===== config.mk =====
export PLATFORM = sky130hd
export DESIGN_NAME = mult_div_unit
export DESIGN_NICKNAME = d
export VERILOG_FILES = /design/src/rtl/mult_div_unit.sv
export SDC_FILE = /design/constraint.sdc
export NUM_CORES = 1
export LEC_CHECK = 0
export CAP_MARGIN = 20
export CORE_UTILIZATION = 60
export DETAILED_ROUTE_END_ITERATION = 10
export GPL_TIMING_DRIVEN = 0
export PLACE_DENSITY = 0.82
export REMOVE_ABC_BUFFERS = 1
export SYNTH_ARGS = -nofsm -noshare
export SYNTH_HDL_FRONTEND = slang
export SYNTH_SLANG_ARGS = --single-unit

===== constraint.sdc =====
create_clock -name clk -period 5.7 [get_ports clk]
set_clock_uncertainty 0.15 [all_clocks]
set_input_delay 1.71 -clock clk [delete_from_list [all_inputs] [get_ports clk]]
set_output_delay 1.71 -clock clk [all_outputs]
set_load 0.01 [all_outputs]

===== src/rtl/mult_div_unit.sv =====
// mult_div_unit: iterative multiply/divide unit with architectural HI/LO.
// Executes MULT/MULTU/DIV/DIVU in WIDTH+1 cycles (WIDTH iterations plus one
// sign-fix/commit cycle). HI/LO hold the last result and can also be written
// directly through mthi/mtlo while the unit is idle.
//
// Ports
//   clk, rst_n   clock, asynchronous active-low reset
//   start        launch an operation (sampled only when idle)
//   op           00 MULT, 01 MULTU, 10 DIV, 11 DIVU
//   src_a        multiplicand / dividend; MTHI/MTLO write data
//   src_b        multiplier / divisor
//   mthi, mtlo   write HI / LO from src_a (idle, no start)
//   hi, lo       architectural HI/LO registers
//   busy         operation in progress
//   done         one-cycle pulse when new HI/LO are committed
//   div_by_zero  last accepted divide had a zero divisor
module mult_div_unit #(
  parameter int unsigned WIDTH = 32
) (
  input  logic             clk,
  input  logic             rst_n,
  input  logic             start,
  input  logic [1:0]       op,
  input  logic [WIDTH-1:0] src_a,
  input  logic [WIDTH-1:0] src_b,
  input  logic             mthi,
  input  logic             mtlo,
  output logic [WIDTH-1:0] hi,
  output logic [WIDTH-1:0] lo,
  output logic             busy,
  output logic             done,
  output logic             div_by_zero
);

  localparam int unsigned CW = $clog2(WIDTH);
  localparam int unsigned PW = 2 * WIDTH;

  typedef enum logic [1:0] {
    S_IDLE = 2'd0,
    S_RUN  = 2'd1,
    S_FIX  = 2'd2
  } state_e;

  state_e           state_q, state_d;
  logic [CW-1:0]    cnt_q, cnt_d;
  logic             is_div_q, is_div_d;
  logic             sign_a_q, sign_a_d;
  logic             sign_b_q, sign_b_d;
  logic [WIDTH-1:0] a_q, a_d;       // multiplicand, or dividend/quotient shift register
  logic [WIDTH-1:0] b_q, b_d;       // multiplier shift register, or divisor
  logic [PW-1:0]    acc_q, acc_d;   // product accumulator
  logic [WIDTH-1:0] rem_q, rem_d;   // partial remainder
  logic [WIDTH-1:0] hi_q, hi_d;
  logic [WIDTH-1:0] lo_q, lo_d;
  logic             busy_q, busy_d;
  logic             done_q, done_d;
  logic             dbz_q, dbz_d;

  logic             in_signed;
  logic [WIDTH-1:0] a_mag, b_mag;
  logic [WIDTH:0]   mul_sum;
  logic [WIDTH:0]   div_trial;
  logic             div_ge;
  logic [PW-1:0]    prod_fix;
  logic [WIDTH-1:0] quo_fix, rem_fix;

  // Datapath helpers: operand magnitudes, one shift-add step, one restoring-divide step.
  always_comb begin
    in_signed = ~op[0];
    a_mag     = (in_signed && src_a[WIDTH-1]) ? -src_a : src_a;
    b_mag     = (in_signed && src_b[WIDTH-1]) ? -src_b : src_b;
    // Upper half plus multiplicand; the carry becomes the new MSB after the right shift.
    mul_sum   = {1'b0, acc_q[PW-1:WIDTH]} + {1'b0, (b_q[0] ? a_q : {WIDTH{1'b0}})};
    // Shift next dividend bit into the remainder; one extra bit holds the trial value.
    div_trial = {rem_q, a_q[WIDTH-1]};
    div_ge    = (div_trial >= {1'b0, b_q});
    prod_fix  = (sign_a_q ^ sign_b_q) ? -acc_q : acc_q;
    quo_fix   = (sign_a_q ^ sign_b_q) ? -a_q : a_q;
    rem_fix   = sign_a_q ? -rem_q : rem_q;
  end

  // Next-state and output logic.
  always_comb begin
    state_d  = state_q;
    cnt_d    = cnt_q;
    is_div_d = is_div_q;
    sign_a_d = sign_a_q;
    sign_b_d = sign_b_q;
    a_d      = a_q;
    b_d      = b_q;
    acc_d    = acc_q;
    rem_d    = rem_q;
    hi_d     = hi_q;
    lo_d     = lo_q;
    busy_d   = busy_q;
    done_d   = 1'b0;
    dbz_d    = dbz_q;

    unique case (state_q)
      S_IDLE: begin
        if (start) begin
          state_d  = S_RUN;
          busy_d   = 1'b1;
          cnt_d    = CW'(WIDTH - 1);
          is_div_d = op[1];
          sign_a_d = in_signed & src_a[WIDTH-1];
          sign_b_d = in_signed & src_b[WIDTH-1];
          a_d      = a_mag;
          b_d      = b_mag;
          acc_d    = '0;
          rem_d    = '0;
          dbz_d    = op[1] && (src_b == '0);
        end else begin
          if (mthi) hi_d = src_a;
          if (mtlo) lo_d = src_a;
        end
      end

      S_RUN: begin
        if (is_div_q) begin
          rem_d = div_ge ? WIDTH'(div_trial - {1'b0, b_q}) : div_trial[WIDTH-1:0];
          a_d   = {a_q[WIDTH-2:0], div_ge};
        end else begin
          acc_d = {mul_sum, acc_q[WIDTH-1:1]};
          b_d   = b_q >> 1;
        end
        if (cnt_q == '0) begin
          state_d = S_FIX;
        end else begin
          cnt_d = cnt_q - CW'(1);
        end
      end

      S_FIX: begin
        if (is_div_q) begin
          // A zero divisor yields all-ones quotient; remainder is the signed dividend.
          lo_d = dbz_q ? {WIDTH{1'b1}} : quo_fix;
          hi_d = rem_fix;
        end else begin
          hi_d = prod_fix[PW-1:WIDTH];
          lo_d = prod_fix[WIDTH-1:0];
        end
        state_d = S_IDLE;
        busy_d  = 1'b0;
        done_d  = 1'b1;
      end

      default: begin
        state_d = S_IDLE;
        busy_d  = 1'b0;
      end
    endcase
  end

  // State and datapath registers.
  always_ff @(posedge clk or negedge rst_n) begin
    if (!rst_n) begin
      state_q  <= S_IDLE;
      cnt_q    <= '0;
      is_div_q <= 1'b0;
      sign_a_q <= 1'b0;
      sign_b_q <= 1'b0;
      a_q      <= '0;
      b_q      <= '0;
      acc_q    <= '0;
      rem_q    <= '0;
      hi_q     <= '0;
      lo_q     <= '0;
      busy_q   <= 1'b0;
      done_q   <= 1'b0;
      dbz_q    <= 1'b0;
    end else begin
      state_q  <= state_d;
      cnt_q    <= cnt_d;
      is_div_q <= is_div_d;
      sign_a_q <= sign_a_d;
      sign_b_q <= sign_b_d;
      a_q      <= a_d;
      b_q      <= b_d;
      acc_q    <= acc_d;
      rem_q    <= rem_d;
      hi_q     <= hi_d;
      lo_q     <= lo_d;
      busy_q   <= busy_d;
      done_q   <= done_d;
      dbz_q    <= dbz_d;
    end
  end

  assign hi          = hi_q;
  assign lo          = lo_q;
  assign busy        = busy_q;
  assign done        = done_q;
  assign div_by_zero = dbz_q;

endmodule

---- Word level (Yosys, flattened, before mapping) ----
Index checks and enable logic that the tools add are counted.
word-level totals
  bits in registers ....................... 237
  logic and storage cells ................. 91
  input port bits ......................... 71
operators by class
  equality and inequality tests ........... 10
  order comparisons ....................... 1
  bitwise gates (word level) .............. 5
  reductions and logical operators ........ 16
  mux-type cells .......................... 37
  add/subtract/negate cells ............... 8
operator list
  cell                                                                 number
  32-bit two-way mux                                                   19
  32-bit case mux with 2 select lines                                  5
  64-bit two-way mux                                                   3
  32-bit negation                                                      4
  64-bit case mux with 2 select lines                                  1
  64-bit negation                                                      1
  32-bit by 32-bit adder with 33-bit output                            1
  33-bit by 32-bit >= comparator with 1-bit output                     1
  32-bit zero test                                                     1
  32-bit subtractor                                                    1
  2-bit inequality test (second input constant)                        8
  3-bit AND reduction                                                  5
  5-bit two-way mux                                                    2
  5-bit case mux with 2 select lines                                   1
  2-bit AND reduction                                                  3
  5-bit zero test                                                      1
  5-bit by 1-bit subtractor with 5-bit output (second input constant)  1
  2-bit two-way mux                                                    2
  2-bit case mux with 2 select lines                                   1
  2-bit nonzero test                                                   2
  1-bit logical AND                                                    3
  1-bit bitwise AND                                                    2
  2-bit by 1-bit == test with 1-bit output (second input constant)     1
  2-bit == test (second input constant)                                1
  5 further kinds                                                      7

---- Logic depth before layout (Yosys ltp) ----
  word-level depth ........................ 5
  depth in mapped cells ................... 14

---- Worst setup path after synthesis ----
Ideal clock, no wire load.
  path type ............................... input-to-reg
  start point ............................. input port src_a[8]
  end point ............................... register a_q[30]
  buffers on the path ..................... 0
  stages on the path ...................... 7
  data arrival time ....................... 3796 ps
  path slack .............................. 1609 ps
  setup time .............................. 145 ps
  path through ............................ or4_1 > or4_1 > nor3_1 > nand3_1 > o41ai_1 > xor2_1 > o221ai_1
on the way
  longest elaborated chain between the ends .. 4
ends and longest elaborated chain
  what                                 line  source
  start, declared                      24    input logic [WIDTH-1:0] src_a,
  32-bit negation                      70    a_mag = (in_signed && src_a[WIDTH-1]) ? -src_a : src_a;
  32-bit two-way mux                   70
  32-bit two-way mux                   101   if (start) begin
  32-bit case mux with 2 select lines  99    unique case (state_q)
  end signal, assigned                 163   a_q <= '0;
  end signal, assigned                 178   a_q <= a_d;
  end, declared                        49    logic [WIDTH-1:0] a_q, a_d;
No other way between the ends. The select of a mux whose other input is x is not followed.
A chain may end at the register's enable or synchronous reset.

---- Final worst setup path ----
Ends and elaborated chain as after synthesis.

==> results by group <==
GRT
  • Vias in the first global route: 16500
  • Global routing usage on met2: 0.576
  • Remaining Overflow, GRT: 0
  • Initial antenna violation count: 0
  • Met1 GRT Util: 0.521
  • First-pass GRT wire length: 89300 microns
  • All-Layer GR Usage: 0.370
  • Largest net degree at the start of global routing: ~100
  • GR Util met3: 0.0607
  • Busiest layer in global routing: met2

Clock network
  • CTS resizes: 0
  • Clock sinks: 237
  • Hold_buf cts: 0
  • Max Buffers Root-to-Sink: 3
  • Inserted Clock Buffers: 28
  • # H-tree levels: 1
  • Clk slew on worst S/H paths: roughly 0.060 ns
  • Worst skew pair latency: around 0.56 ns
  • Root Driver: clkbuf_16
  • Post-CTS setup buffer count: 0
  • CTS tree: built

Yosys
  • Share of Yosys cell area claimed by the top area cell type: 0.335
  • FFs w/ async S/R, synth: 1.00
  • Cells after synthesis: 2184
  • Largest cells by area after synthesis: dfrtp_1 34%, o21ai_0 7.0%, a21oi_1 5.7%, xnor2_1 5.4%, xor2_1 5.3%
  • Register area share after synthesis: 0.335
  • Average size of a mapped cell: 8.10 sq um
  • Cell taking the most area after synthesis: dfrtp_1
  • Post-synth EDFFs: 0
  • Distinct cells, synth: 79
  • Post-synthesis register bit count: around 240
  • Top FF cell, synth: dfrtp_1
  • Synthesized cell area: 17700 sq um
  • Synth Warn #: 0

Placement
  • Routability cong.: 0.903
  • Placed cells: 2595
  • HPWL after DPL: 41200 microns
  • Port Buffers: about 140
  • Dpl ws: 0.526 ns

Critical path
  • Critical path endpoint category: flip-flop
  • CP max stage delay: 0.64 ns
  • Crit path launch type: input pin
  • Reg2reg end: rem_q[24]
  • Top cell by count, worst path: or4_1
  • Crit-path cells: clkdlybuf4s50_1, or4_1, or4_1, nor3_1, nand3_1, o41ai_1, xor2_1, o221ai_1
  • Critical path class: in2reg
  • Critical path data arrival time: 4.94 ns
  • Slowest CP cell: or4_1
  • Reg2reg setup slack: 1.31 ns
  • Reg2reg start: b_q[0]
  • R2R cell count: 12
  • Worst endpoint required time: 5.93 ns
  • Largest fanout on the critical path: 5

STA
  • Final Hold Slack: 0.332 ns
  • Max-slew headroom: 0.232
  • Final hold viol count: 0
  • Tmin final: 4.71 ns
  • # setup viols final: 0
  • Worst setup margin: 0.989 ns
  • Period utilisation layout: 0.827
  • RSZ-0062 raised after global routing: false
  • Max-slew violations: 0
  • Worst Tran Pin Value: ~1.1 ns
  • Fmax: 0.212 GHz

Worst hold path
  • Hold EP: lo[0]
  • Worst Hold Launch: lo[0]
  • Worst hold path type: reg2reg
  • Hold depth: 1

Power
  • Clock Power Share: 0.136
  • Pwr per Cell Area: 699 nW/um^2
  • Reg power frac: 0.242
  • Pint: approximately 7.5 mW
  • NetSw: about 7.0 mW
  • Static Leak: roughly 8.5 nW
  • Comb pwr share: 0.621
  • Switching part of the total: 0.483
  • VDD IR max: 460 uV

Route
  • Vias: 17500
  • Drt wl/cell: 21.2 microns
  • Drt pass-1 iters: 6
  • DRT iter0 DRCs: 2099
  • Detail Route Antenna Nets: 0
  • DRC: 0
  • Final wirelength: between 50000 and 60000 microns
  • Vias per inst: 6.62

Floorplanning
  • Core ar.: a little under 30000 sq um
  • Num rows: 62
  • Initial core utilization: 0.613
  • Die W: roughly 170 microns
  • Die Y: 174 microns
  • Die area: 30200 sq um
  • Ports: 138

Outcome
  • Status: complete, no violations

Final layout
  • Antenna cells: 0
  • Area growth syn-to-layout: 16.7%
  • Share of layout cells above drive strength 1: 0.0476
  • Layout fillers: 2286
  • Non-Filler Instances: about 2700
  • Final net count: 2391

Job
  • Max Cap Violations: 0
-- how the worst max path moves through the flow --
stage	from	end	slack, ns	cells past startpoint
global route	src_a[8]	a_q[30]	0.86	8
CTS	src_a[8]	a_q[30]	1.08	8
finish	src_a[8]	a_q[30]	0.99	8
detailed placement	src_a[8]	a_q[30]	0.53	8
floorplan	state_q[1]	a_q[24]	-0.77	6
global placement	rst_n	lo[22]	-7.45	1
-- worst max-delay path, delay by kind of cell --
| kind | cells | cell delay (ns) |
|---|---|---|
| and+or+nand+nor | 4 | 1.96 |
| buffers and inverters | 1 | 0.56 |
| AOI/OAI and AO/OA | 2 | 0.52 |
| xor gates and xnor gates | 1 | 0.19 |
-- power by group through the flow --
stage / clock network (mW) / logic [mW] / registers [mW]
after global routing: 2.03 / 9.81 / 3.59
after detailed placement: 0 / 8.65 / 3.49
after floorplan: 0 / 5.99 / 3.28
after global placement: 0 / 8.30 / 3.48
after CTS: 1.97 / 8.72 / 3.48
final: 1.96 / 8.96 / 3.50
-- metal layers --
metal  vias up  wire [microns]  part of all wire
met5         -               0                 0
met4         0            2210             0.039
met3       158            5330             0.095
met2       935           25000              0.44
met1      8406           23700              0.42
li1       8044               -                 -
-- placed cells by master, fill, tap and decap left out, types with 14 or more instances in the layout --
| master | n |
|---|---|
| a22oi_1 | 32 |
| o31ai_1 | 23 |
| nor4_1 | 23 |
| nor2b_1 | 14 |
| nand2_1 | 216 |
| a222oi_1 | 25 |
| inv_1 | 72 |
| a21oi_1 | 202 |
| nand4_1 | 14 |
| nor2_1 | 180 |
| nand2b_1 | 26 |
| xor2_1 | 107 |
| clkbuf_16 | 29 |
| xnor2_1 | 108 |
| ha_1 | 72 |
| or3_1 | 38 |
| a21o_1 | 24 |
| o22ai_1 | 23 |
| nand3_1 | 29 |
| a31oi_1 | 15 |
| clkdlybuf4s50_1 | 136 |
| dfrtp_1 | 236 |
| and2_1 | 39 |
| o21ai_1 | 19 |
| nor3_1 | 41 |
| a22o_1 | 36 |
| o21ai_0 | 246 |
-- state kept, by name, indices dropped and copies added (netlist names), 2 cells and up --
name	flops
b_q	32
hi	32
acc_q	64
cnt_q	5
a_q	32
state_q	2
rem_q	32
lo	32
-- per-stage QoR --
stage / setup TNS (ns) / cell area (sq um) / utilization / total power [mW]
floorplan: -64.03 / 17200 / - / 9.27
global placement: -2364.34 / 19000 / 0.660 / 11.8
detailed placement: 0 / 19500 / 0.677 / 12.1
CTS: 0 / 20500 / 0.712 / 14.2
global route: 0 / 20600 / 0.715 / 15.4
finish: 0 / 20600 / 0.715 / 14.4
-- cells in the mapped netlist, drive strengths merged (6+ instances only) --
cell type,n
o21ai,265
dfrtp,237
nand2,216
a21oi,202
nor2,183
clkbuf,118
xnor2,109
xor2,108
ha,72
inv,72
nor3,42
and2,39
or3,39
a22o,36
a22oi,32
nand3,29
nand2b,26
a222oi,25
a21o,24
o22ai,24
nor4,23
o31ai,23
a31oi,15
nor2b,15
o41ai,15
or4,15
nand4,14
a211oi,13
o221ai,13
buf,12
o21bai,12
mux2i,10
o211ai,10
o21a,9
or2,9
a32oi,8
and3,6
-- cell families (layout without fill, tap and decap cells) --
| group | Yosys count | after routing | share of synthesized area |
|---|---|---|---|
| AOI/OAI and AO/OA | 764 | 764 | 0.270 |
| xor gates and xnor gates | 217 | 217 | 0.107 |
| adders and majority gates | 74 | 74 | 0.0532 |
| buffers and inverters | 202 | 286 | 0.0430 |
| DFF | 237 | 237 | 0.335 |
| muxes | 12 | 12 | 0.00693 |
| and+or+nand+nor | 678 | 678 | 0.184 |
-- area by class of cell --
class	count	area, sq um	share of cell area
Clock buffer	40	837	0.0406
Clock inverter	12	164	0.00794
Inverter	72	270	0.0131
Multi-Input combinational cell	1745	11100	0.536
Sequential cell	237	5930	0.287
Tap cell	384	480	0.0233
Timing Repair Buffer	162	1890	0.0915
Note: power is estimated with default switching activity, not from simulation.
